`config.mk`:
```
export PLATFORM = sky130hd
export DESIGN_NAME = fifo_wr_arbiter
export DESIGN_NICKNAME = d
export VERILOG_FILES = /design/src/rtl/fifo_wr_arbiter.sv
export SDC_FILE = /design/constraint.sdc
export NUM_CORES = 1
export LEC_CHECK = 0
export ABC_AREA = 1
export CAP_MARGIN = 10
export CORE_AREA = 3 3 82 84
export CTS_CLUSTER_SIZE = 12
export DETAILED_ROUTE_END_ITERATION = 8
export DIE_AREA = 0 0 85 87
export HOLD_SLACK_MARGIN = 0.03
export PLACE_DENSITY_LB_ADDON = 0.08
export SYNTH_ARGS = -nofsm -noshare
export SYNTH_HDL_FRONTEND = slang
export SYNTH_SLANG_ARGS = --single-unit
export TNS_END_PERCENT = 20
```
`constraint.sdc`:
```
create_clock -name clk -period 1.5 [get_ports clk]
set_input_delay 0.375 -clock clk [delete_from_list [all_inputs] [get_ports clk]]
set_output_delay 0.375 -clock clk [all_outputs]
set_load 0.05 [all_outputs]
```
`src/rtl/fifo_wr_arbiter.sv`:
```
`default_nettype none
// ============================================================================
// fifo_wr_arbiter
//   Round-robin burst arbiter sharing one FIFO write port among N_REQ sources.
//   Revision: 1.0
// ============================================================================
module fifo_wr_arbiter #(
  parameter int N_REQ     = 4,
  parameter int WIDTH     = 32,
  parameter int MAX_BURST = 8,
  localparam int IDW      = $clog2(N_REQ)
) (
  input  logic                   clk,
  input  logic                   rst,
  input  logic [N_REQ-1:0]       req_valid,
  input  logic [N_REQ*WIDTH-1:0] req_data,
  input  logic [N_REQ-1:0]       req_last,
  output logic [N_REQ-1:0]       req_ready,
  input  logic                   fifo_full,
  output logic                   fifo_push,
  output logic [WIDTH-1:0]       fifo_data,
  output logic [IDW-1:0]         fifo_id,
  output logic                   busy
);

  localparam int CW = $clog2(MAX_BURST + 1);

  typedef enum logic [0:0] {
    S_IDLE  = 1'b0,
    S_BURST = 1'b1
  } state_t;

  state_t          state_q, state_d;
  logic [IDW-1:0]  grant_q, grant_d;
  logic [IDW-1:0]  last_grant_q, last_grant_d;
  logic [CW-1:0]   beat_cnt_q, beat_cnt_d;

  logic            sel_found;
  logic [IDW-1:0]  sel_idx;
  logic            xfer;

  // First valid requester after the last one served, wrapping around.
  always_comb begin
    sel_found = 1'b0;
    sel_idx   = '0;
    for (int i = 1; i <= N_REQ; i++) begin
      logic [IDW-1:0] cand;
      cand = IDW'((int'(last_grant_q) + i) % N_REQ);
      if (!sel_found && req_valid[cand]) begin
        sel_found = 1'b1;
        sel_idx   = cand;
      end
    end
  end

  assign xfer = (state_q == S_BURST) && req_valid[grant_q] && !fifo_full && !rst;

  always_comb begin
    state_d      = state_q;
    grant_d      = grant_q;
    last_grant_d = last_grant_q;
    beat_cnt_d   = beat_cnt_q;
    case (state_q)
      S_IDLE: begin
        if (sel_found) begin
          grant_d    = sel_idx;
          beat_cnt_d = '0;
          state_d    = S_BURST;
        end
      end
      S_BURST: begin
        if (xfer) begin
          beat_cnt_d = beat_cnt_q + CW'(1);
          if (req_last[grant_q] || (beat_cnt_q == CW'(MAX_BURST - 1))) begin
            last_grant_d = grant_q;
            state_d      = S_IDLE;
          end
        end
      end
      default: state_d = S_IDLE;
    endcase
  end

  // last_grant resets to the top index so requester 0 wins the first scan.
  always_ff @(posedge clk) begin
    if (rst) begin
      state_q      <= S_IDLE;
      grant_q      <= '0;
      last_grant_q <= IDW'(N_REQ - 1);
      beat_cnt_q   <= '0;
    end else begin
      state_q      <= state_d;
      grant_q      <= grant_d;
      last_grant_q <= last_grant_d;
      beat_cnt_q   <= beat_cnt_d;
    end
  end

  always_comb begin
    req_ready = '0;
    if (!rst && (state_q == S_BURST)) begin
      req_ready[grant_q] = !fifo_full;
    end
  end

  assign fifo_push = xfer;
  assign fifo_data = req_data[int'(grant_q)*WIDTH +: WIDTH];
  assign fifo_id   = grant_q;
  assign busy      = (state_q == S_BURST);

endmodule
`default_nettype wire

```
==> summary.md, run 1 <==
| Metric | Value |
|---|---|
| Endpoints failing setup | 40 |
| Clk_skew | 0.00376 ns |
| CP max stage delay | 0.41 ns |
| DR WL/cell | 18.3 µm |
| CTS Buffer Depth | 2 |
| Crit path time final | 1.80 ns |
| CP startpoint | fifo_id[0]$_SDFFE_PP0P_ |
| RSZ-0062 raised after global routing | yes |
| Slew @ Worst Pin | 0.206 ns |
| P&R area growth vs syn | 203% |
| Cell area power density | 795 nW/µm² |
| Clock-pin slew of the registers on the worst-case setup and hold paths | 0.04 ns |
| Initial antenna violation count | 0 |
| Worst path required time | 1.12 ns |
| Crit path max-delay cell type | dfxtp_4 |
| Final slew viol count | 0 |
| Max Clk Rate | 0.554 GHz |
| RR Startpoint | fifo_id[0]$_SDFFE_PP0P_ |
| Die Footprint | 7400 µm² |
| CTS tree | yes |
| CP max FO | 5 |
| Clock buffer count from CTS | 3 |
| Routed WL | 9540 µm |
| CTS root buf | clkbuf_8 |
| H-tree levels | 1 |
| Layout Nets | 588 |
| Max_cap viols | 0 |
| First DRT Iteration DRCs | 95 |
| Layout cells sized above 1 | 41.8% |
| Syn nets | 386 |
| Routed Antenna Nets | 0 |
| Synth cell types | 29 |
| Clock Latency Late Sink | 0.23 ns |
| GRT Total Usage | 24.1% |
| Final Hold Fails | 0 |
| Mean post-synth cell area | 5.89 µm² |
| Maximum vdd drop | 0.000683 V |
| First-pass GRT wire length | 14,100 µm |
| Fillers | 472 |
| Pleak | 1.80 nW |
| Vias in the first global route | 2,495 |
| Slew headroom | 86.3% |
| Startpoint Class | register |
| Flop2flop setup slack | -0.03 ns |
| Synth Register Bits | 9 |
| Core area | 5990 µm² |
| WS Path Type | reg2out |
| Data arrival time of the worst path | 1.43 ns |
| Number of buffers added on ports | 178 |
| Clk sinks | 9 |
| Area of the mapped netlist | 1450 µm² |
| Post-Syn Instances | 246 |
| Commonest non-fill, non-tap cell in the layout | clkdlybuf4s50_1 |
| Largest net degree at the start of global routing | 34 |
| Total global routing overflow | 0 |
| Vias | 2,585 |
| Status | finished, violations left |
| Row cnt | 28 |
| CTS Hold Bufs | 0 |
| Tcrit/Tclk final | 120% |
| Setup ws final | -0.304 ns |
| Initial Util | 24.2% |
| HP Class | reg2reg |
| Setup TNS | -8.21 ns |
| Failing checks | setup timing |
| Most frequent cells in the layout | 132 x clkdlybuf4s50_1, 47 x nand2_1, 44 x buf_12 |
| Cell Chain, Critical Path | nand2_2, buf_4, o22ai_4, nor2_2, nor2_4, buf_12 |
| Share of the yosys chip area belonging to registers | 12.4% |
| Drt first pass iters | 4 |
| Diode count | 0 |
| Hold Path Origin | beat_cnt_q[3]$_SDFFE_PP0P_ |
| Vias per std cell | 4.95 |
| Multi-input logic area | 1480 µm² |
| Synth Warn # | 0 |
| Pre-CTS WS | -0.415 ns |
| Drc violations | 0 |
| Routability congestion estimate | 0.884 |
| Chip Width | 85 µm |
| Die H | 87 µm |
| DPL Wire Length | 7900 µm |
| Setup crit end kind | output port |
| FF+latch area | 193 µm² |
| I/O pins | 179 |
[critical path, delay by kind of cell, from the launching register on]
kind	cells	cell delay [ns]
flops	1	0.41
buf+inv	2	0.31
simple gates	3	0.29
compound gates	1	0.18
[final cells by class]
| type | count | area share (%) |
|---|---|---|
| clock buffers | 4 | 1.03 |
| inverters | 20 | 2.22 |
| repair buffers | 210 | 56.5 |
| well taps | 75 | 2.14 |
| multi-input cells | 204 | 33.7 |
| flip-flops and latches | 9 | 4.39 |
[Yosys cell counts]
master | number | area share [%]
nand2_1 | 78 | 20
xor2_1 | 1 | 0.60
buf_6 | 1 | 0.78
o21ai_2 | 2 | 1.2
inv_1 | 13 | 3.4
nor2_4 | 2 | 1.6
inv_4 | 1 | 0.43
o211ai_2 | 1 | 0.86
xnor2_1 | 1 | 0.60
o22ai_2 | 2 | 1.7
o211ai_1 | 1 | 0.52
nand2_2 | 7 | 3.0
a22oi_1 | 55 | 28
nor2_2 | 2 | 0.86
nand2_4 | 1 | 0.78
clkbuf_1 | 12 | 3.1
inv_2 | 6 | 1.6
nand3_1 | 19 | 6.6
or2_2 | 1 | 0.43
dfxtp_1 | 9 | 12
nand3_2 | 1 | 0.69
o21ai_0 | 1 | 0.35
ha_1 | 1 | 0.86
nand3b_1 | 2 | 1.0
o21ai_1 | 3 | 1.0
a21oi_1 | 7 | 2.4
nand4_1 | 1 | 0.43
nor2_1 | 14 | 3.6
and2_1 | 1 | 0.43
[report_power, final]
group          total (mW)  switching, mW  internal, mW
logic                2.93           1.48          1.45
registers           0.279         0.0251         0.254
clock network       0.277         0.0920         0.185
total                3.49           1.60          1.89
[layer usage]
layer | share of wire, % | global-route usage, % | vias to the layer above
li1 | - | - | 1268
met4 | 1.5 | 4.46 | 0
met1 | 37 | 27.3 | 1204
met5 | 0 | 0 | -
met3 | 7.3 | 6.34 | 14
met2 | 54 | 45.3 | 99
[state kept, by name (all words and copies together) (netlist names)]
register,count
fifo_id,2
busy,1
beat_cnt_q,4
last_grant_q,2
[metrics by stage]
stage	cell area, µm²	power, mW	hold slack [ns]	instances	util [%]
CTS	4320	3.47	0.502	522	72.1
detailed placement	4110	3.10	0.495	516	68.6
floorplan	1640	1.58	0.444	246	-
global route	4390	3.62	0.529	522	73.3
finish	4390	3.49	0.501	522	73.3
global placement	4110	3.07	0.491	516	68.6
[final timing paths]
| kind | endpoint | cells after the start |
|---|---|---|
| worst max-delay path | fifo_push | 6 |
| worst min register to register | beat_cnt_q[3]$_SDFFE_PP0P_ | 2 |
| worst min-delay path | beat_cnt_q[3]$_SDFFE_PP0P_ | 2 |
| worst max register to register | last_grant_q[1]$_SDFFE_PP1P_ | 9 |
[cells by family after synthesis]
logic type	count (synthesis)	synth area share (%)
and+or+nand+nor	129	39.6
AOI/OAI and AO/OA	72	36.6
buffers and inverters	33	9.24
DFF	9	12.4
xor gates and xnor gates	2	1.21
adders and majority gates	1	0.863
[what timing repair did]
action	CTS	global route
gates resized for setup	46	14
setup endpoints to repair	46	46
hold endpoints to repair	0	0
pin swaps	15	14
buffers inserted	2	0
Note: power is estimated with default switching activity, not from simulation.
==> inputs of run 2 (changes only) <==
--- a/config.mk
+++ b/config.mk
@@ -7,10 +7,11 @@
 export LEC_CHECK = 0
 export ABC_AREA = 1
 export CAP_MARGIN = 10
-export CORE_AREA = 3 3 82 84
+export CORE_AREA = 3 3 69 71
 export CTS_CLUSTER_SIZE = 12
 export DETAILED_ROUTE_END_ITERATION = 8
-export DIE_AREA = 0 0 85 87
+export DIE_AREA = 0 0 72 74
+export DONT_BUFFER_PORTS = 1
 export HOLD_SLACK_MARGIN = 0.03
 export PLACE_DENSITY_LB_ADDON = 0.08
 export SYNTH_ARGS = -nofsm -noshare
==> run 2 against run 1 <==
  * The run still ends with setup timing left
  * Fmax is 1.4% higher
  * Clock skew about the same
  * Via count down 25%
  * Non-clock buffer count down 166
  * Critical endpoint is now fifo_data[19]
  * Combinational power decreased by 32%
  * Die area decreased by 28%
  * Sequential share of layout area grew 3.2 points
  * Critical path type unchanged
  * Total power fell by 27%
==> summary.md, run 2 (synthesized netlist as in run 1, its figures left out) <==
| Metric | Value |
|---|---|
| Status | finished, violations left |
| Failing checks | setup timing |
| DPL Wire Length | 5020 µm (-36%) |
| Endpoints failing setup | 37 (-7.5%) |
| Chip Width | 72 µm (-15%) |
| Cell Int Power | 1.13 mW (-40%) |
| Layout Nets | 422 (-28%) |
| Drt first pass iters | 4 (unchanged) |
| Top reg by flops | beat_cnt_q |
| Crit path time final | 1.78 ns (-0.0245 ns) |
| Worst path required time | 1.12 ns (about the same) |
| CTS root buf | clkbuf_8 |
| WS Path Type | reg2out |
| First-pass GRT wire length | 8940 µm (-37%) |
| Met1 WL | 2400 µm (-32%) |
| Comb pwr share | 78.0% (-6.1 points) |
| CTS Hold Bufs | 0 (unchanged) |
| Max Clk Rate | 0.562 GHz (+1.4%) |
| Routed wl met2 | 3390 µm (-34%) |
| Tcrit/Tclk final | 119% (-1.6 points) |
| H-tree levels | 1 (unchanged) |
| WHS | 0.201 ns (-0.300 ns) |
| CTS Buffer Depth | 2 (unchanged) |
| Largest net degree at the start of global routing | 31 (-8.8%) |
| Routed WL | 6270 µm (-34%) |
| Clk sinks | 9 (unchanged) |
| Maximum vdd drop | 0.000650 V (-4.9%) |
| Vias in the first global route | 1,758 (-30%) |
| Worst path top cell family by delay | flip-flops |
| Routed Antenna Nets | 0 (unchanged) |
| Die H | 74 µm (-15%) |
| Core area | 4290 µm² (-28%) |
| First DRT Iteration DRCs | 58 (-39%) |
| Slew headroom | 81.8% (-4.5 points) |
| Setup ws final | -0.279 ns (+0.0245 ns) |
| Number of buffers added on ports | 0 (-100%) |
| Routability congestion estimate | 0.792 (-10%) |
| Total global routing overflow | 0 (unchanged) |
| Row cnt | 24 (-14%) |
| Most frequent cells in the layout | 49 x nand2_1, 38 x a22oi_2, 27 x nand2_2 |
| Top sig layer | met4 |
| Drc violations | 0 (unchanged) |
| RSZ-0062 raised after global routing | yes |
| Clock buffer count from CTS | 3 (unchanged) |
| P&R area growth vs syn | 77.0% |
| NetSw | 1.43 mW (-11%) |
| Max FFs per register | 4 (unchanged) |
| Vias per std cell | 5.79 (+17%) |
| Startpoint Class | register |
| CP max stage delay | 0.38 ns (-0.03 ns) |
| Fillers | 380 (-19%) |
| Commonest non-fill, non-tap cell in the layout | nand2_1 |
| Layout cells sized above 1 | 57.7% (+16 points) |
| Final slew viol count | 0 (unchanged) |
| Data arrival time of the worst path | 1.40 ns (-0.03 ns) |
| DR WL/cell | 18.8 µm (+3.0%) |
| Met3 WL | 395 µm (-44%) |
| Clock Latency Late Sink | 0.24 ns (about the same) |
| Setup crit end kind | output port |
| Diode count | 0 (unchanged) |
| Cell area power density | 997 nW/µm² (+25%) |
| Most used cell, CP | inv_4 |
| Final Hold Fails | 0 (unchanged) |
| Die Footprint | 5330 µm² (-28%) |
| Initial antenna violation count | 0 (unchanged) |
| Clk_skew | 0.00376 ns (+0.0000000600 ns) |
| Slew @ Worst Pin | 0.273 ns (+0.0668 ns) |
| Sum of buffers and inverters on the critical path | 3 (+1) |
| Initial Util | 33.7% (+9.6 points) |
| Max_cap viols | 0 (unchanged) |
| Clock-pin slew of the registers on the worst-case setup and hold paths | 0.05 ns (about the same) |
| GRT Total Usage | 21.2% (-2.9 points) |
| Cell Chain, Critical Path | inv_4, nand2_4, inv_4, buf_6, a22oi_1, nand2_2 |
| Pleak | 1.02 nW (-43%) |
| Vias | 1,929 (-25%) |
| Crit path max-delay cell type | dfxtp_4 |
| Clock power frac | 11.2% (+3.3 points) |
| I/O pins | 179 (unchanged) |
| Setup TNS | -7.64 ns (+0.578 ns) |
| CP max FO | 10 (+5) |
| CTS tree | yes |
| Sw Share | 56.0% (+10 points) |
| HP Class | in2reg |
| Sequential share of power | 10.8% (+2.8 points) |
==> run 2: power by group through the flow <==
stage	clock network [mW]	registers [mW]	logic, mW
after floorplan	0	0.310	1.27
after global placement	0	0.278	1.79
after detailed placement	0	0.279	1.80
after CTS	0.291	0.277	1.94
after global routing	0.305	0.279	2.09
final	0.287	0.277	1.99
==> run 2: timing repair <==
item	4_1_cts	5_1_grt
endpoints found under the setup margin	45	46
resized for setup	49	21
pin swaps	23	20
setup buffers	0	0
cloned	0	0
==> run 2: worst paths after layout <==
check | startpoint | endpoint | slack (ns) | cells past startpoint
setup reg to reg | last_grant_q[0]$_SDFFE_PP1P_ | fifo_id[1]$_SDFFE_PP0P_ | 0 | 13
hold reg to reg | last_grant_q[0]$_SDFFE_PP1P_ | last_grant_q[0]$_SDFFE_PP1P_ | 0.48 | 2
hold / removal | rst | beat_cnt_q[2]$_SDFFE_PP0P_ | 0.20 | 1
setup / recovery | fifo_id[1]$_SDFFE_PP0P_ | fifo_data[19] | -0.28 | 6
==> run 2: layout make-up <==
| cell class | count | area (µm²) | area share [%] |
|---|---|---|---|
| multi-input cells | 204 | 1600 | 62.2 |
| well taps | 52 | 65.1 | 2.54 |
| flip-flops and latches | 9 | 194 | 7.56 |
| clock buffers | 4 | 45.0 | 1.76 |
| inverters | 20 | 87.6 | 3.41 |
| repair buffers | 44 | 578 | 22.5 |
==> run 2: metrics by stage <==
step                std cells  util [%]  worst slack, ns  power, mW  cell area, µm²
floorplan                 246         -           -0.214       1.58            1640
global placement          329      50.7          -0.0769       2.07            2180
detailed placement        329      50.7          -0.0951       2.08            2180
CTS                       333      57.4           -0.257       2.51            2470
global route              333      59.7           -0.341       2.68            2560
finish                    333      59.7           -0.279       2.56            2560
==> run 2: layer usage <==
layer | up-vias | track usage (%)
met5 | - | 0
met4 | 0 | 4.59
met3 | 8 | 5.00
met2 | 76 | 36.7
met1 | 908 | 26.9
li1 | 937 | -
==> inputs of run 3 (changes only) <==
--- a/config.mk
+++ b/config.mk
@@ -7,13 +7,13 @@
 export LEC_CHECK = 0
 export ABC_AREA = 1
 export CAP_MARGIN = 10
-export CORE_AREA = 3 3 69 71
+export CORE_AREA = 3 3 68 70
 export CTS_CLUSTER_SIZE = 12
 export DETAILED_ROUTE_END_ITERATION = 8
-export DIE_AREA = 0 0 72 74
+export DIE_AREA = 0 0 71 73
 export DONT_BUFFER_PORTS = 1
-export HOLD_SLACK_MARGIN = 0.03
 export PLACE_DENSITY_LB_ADDON = 0.08
+export SKIP_CTS_REPAIR_TIMING = 1
 export SYNTH_ARGS = -nofsm -noshare
 export SYNTH_HDL_FRONTEND = slang
 export SYNTH_SLANG_ARGS = --single-unit
==> run 3 against run 2 <==
  * The flow still finishes with violations (setup timing)
  * Die area decreased by 2.7%
  * Wire length increased by 3.3%
  * Cell area decreased by 2.1%
  * Worst setup slack got worse by 0.035 ns
  * Critical path depth increased by 1
==> summary.md, run 3 (synthesized netlist as in run 1, its figures left out) <==
| Metric | Value |
|---|---|
| Status | finished, violations left |
| Failing checks | setup timing |
| DR WL/cell | 19.2 µm (+1.8%) |
| Clock-pin slew of the registers on the worst-case setup and hold paths | 0.04 ns (about the same) |
| Total global routing overflow | 0 (unchanged) |
| Post-Place Cells | 334 (+1.5%) |
| Max Clk Rate | 0.551 GHz (-1.9%) |
| Routed WL | 6480 µm (+3.3%) |
| First-pass GRT wire length | 9050 µm (+1.2%) |
| Worst path required time | 1.12 ns (about the same) |
| Vias | 2,005 (+3.9%) |
| HP Class | in2reg |
| Initial antenna violation count | 0 (unchanged) |
| Largest net degree at the start of global routing | 21 (-32%) |
| Final Hold Fails | 0 (unchanged) |
| Final slew viol count | 0 (unchanged) |
| H-tree levels | 1 (unchanged) |
| Data arrival time of the worst path | 1.44 ns (+0.04 ns) |
| Slew @ Worst Pin | 0.308 ns (+0.0352 ns) |
| Final core occ | 62.3% (+2.6 points) |
| Vias per std cell | 5.93 (+2.4%) |
| RSZ-0062 raised after global routing | yes |
| Setup crit end kind | output port |
| Vias in the first global route | 1,788 (+1.7%) |
| Crit path time final | 1.81 ns (+0.0350 ns) |
| Routed Antenna Nets | 0 (unchanged) |
| DPL Wire Length | 5500 µm (+9.7%) |
| Clock Latency Late Sink | 0.24 ns (about the same) |
| Number of buffers added on ports | 0 (unchanged) |
| Tcrit/Tclk final | 121% (+2.3 points) |
| Cell area power density | 1040 nW/µm² (+4.1%) |
| CTS Buffer Depth | 2 (unchanged) |
| Max FFs per register | 4 (unchanged) |
| Pre-CTS WS | -0.0636 ns (+0.0315 ns) |
| Row cnt | 23 (-4.2%) |
| WHS | 0.202 ns (+0.00135 ns) |
| Setup ws final | -0.314 ns (-0.0350 ns) |
| Maximum vdd drop | 0.000719 V (+11%) |
| Max_cap viols | 0 (unchanged) |
| Layout Nets | 429 (+1.7%) |
| Most frequent cells in the layout | 47 x nand2_1, 38 x a22oi_1, 36 x nand2_2 |
| Routability congestion estimate | 0.829 (+4.7%) |
| Initial Util | 36.0% (+2.2 points) |
| Clock buffer count from CTS | 3 (unchanged) |
| Pleak | 1.07 nW (+4.2%) |
| Startpoint Class | register |
| GRT Total Usage | 22.0% (+0.81 points) |
| Drt first pass iters | 4 (unchanged) |
| Layout cells sized above 1 | 51.4% (-6.3 points) |
| P&R area growth vs syn | 73.2% |
| WS Path Type | reg2out |
| Commonest non-fill, non-tap cell in the layout | nand2_1 |
| Slew headroom | 79.5% (-2.3 points) |
| Clk sinks | 9 (unchanged) |
| Diode count | 0 (unchanged) |
| First DRT Iteration DRCs | 87 (+50%) |
| Top reg by flops | beat_cnt_q |
| Clk_skew | 0.00202 ns (-0.00174 ns) |
| Core area | 4030 µm² (-6.2%) |
| Die H | 73 µm (-1.4%) |
| CTS tree | yes |
| Drc violations | 0 (unchanged) |
| CTS root buf | clkbuf_8 |
| Endpoints failing setup | 38 (+2.7%) |
| Final Non-Filler Cells | 338 (+1.5%) |
| Chip Width | 71 µm (-1.4%) |
| Worst-case reg-to-reg path depth | 10 (-3) |
| CP max FO | 8 (-2) |
| I/O pins | 179 (unchanged) |
| Die Footprint | 5180 µm² (-2.7%) |
| Hold depth | 1 (unchanged) |
[run 3: cell type report]
cell class / instances / area [µm²]
multi-input cells: 204 / 1420
flip-flops and latches: 9 / 193
fillers: 357 / 1520
repair buffers: 51 / 699
inverters: 20 / 92.6
clock buffers: 4 / 45.0
well taps: 50 / 62.6
[run 3: power breakdown]
part	leakage (nW)	internal, mW	switching, mW
logic	0.970	0.756	1.29
clock network	0.0228	0.185	0.0986
registers	0.0747	0.254	0.0221
total	1.07	1.20	1.41
[run 3: worst max-delay path: stages (launching register included)]
cell and delay (ns):
dfxtp_4 0.38, inv_4 0.06, nand2_4 0.06, inv_4 0.06
buf_4 0.15, a22oi_1 0.19, nand3_2 0.13, buf_12 0.17
[run 3: worst paths after layout]
| path | start | end | slack [ns] |
|---|---|---|---|
| hold / removal | rst | beat_cnt_q[2]$_SDFFE_PP0P_ | 0.20 |
| hold reg to reg | last_grant_q[0]$_SDFFE_PP1P_ | last_grant_q[0]$_SDFFE_PP1P_ | 0.48 |
| setup / recovery | fifo_id[1]$_SDFFE_PP0P_ | fifo_data[17] | -0.31 |
| setup reg to reg | fifo_id[1]$_SDFFE_PP0P_ | last_grant_q[1]$_SDFFE_PP1P_ | -0.01 |
[run 3: stage by stage]
step / area [µm²] / TNS, ns / total power [mW]
floorplan: 1640 / -5.71 / 1.58
global placement: 2310 / -0.625 / 2.23
detailed placement: 2310 / -1.02 / 2.25
CTS: 2360 / -10.15 / 2.54
global route: 2510 / -11.93 / 2.73
finish: 2510 / -8.62 / 2.61
[run 3: metal layers]
layer	up-vias	track usage, %	part of all wire (%)
met3	13	6.47	7.4
met4	0	7.72	2.0
li1	952	-	-
met1	945	27.3	38
met5	-	0	0
met2	95	36.4	53
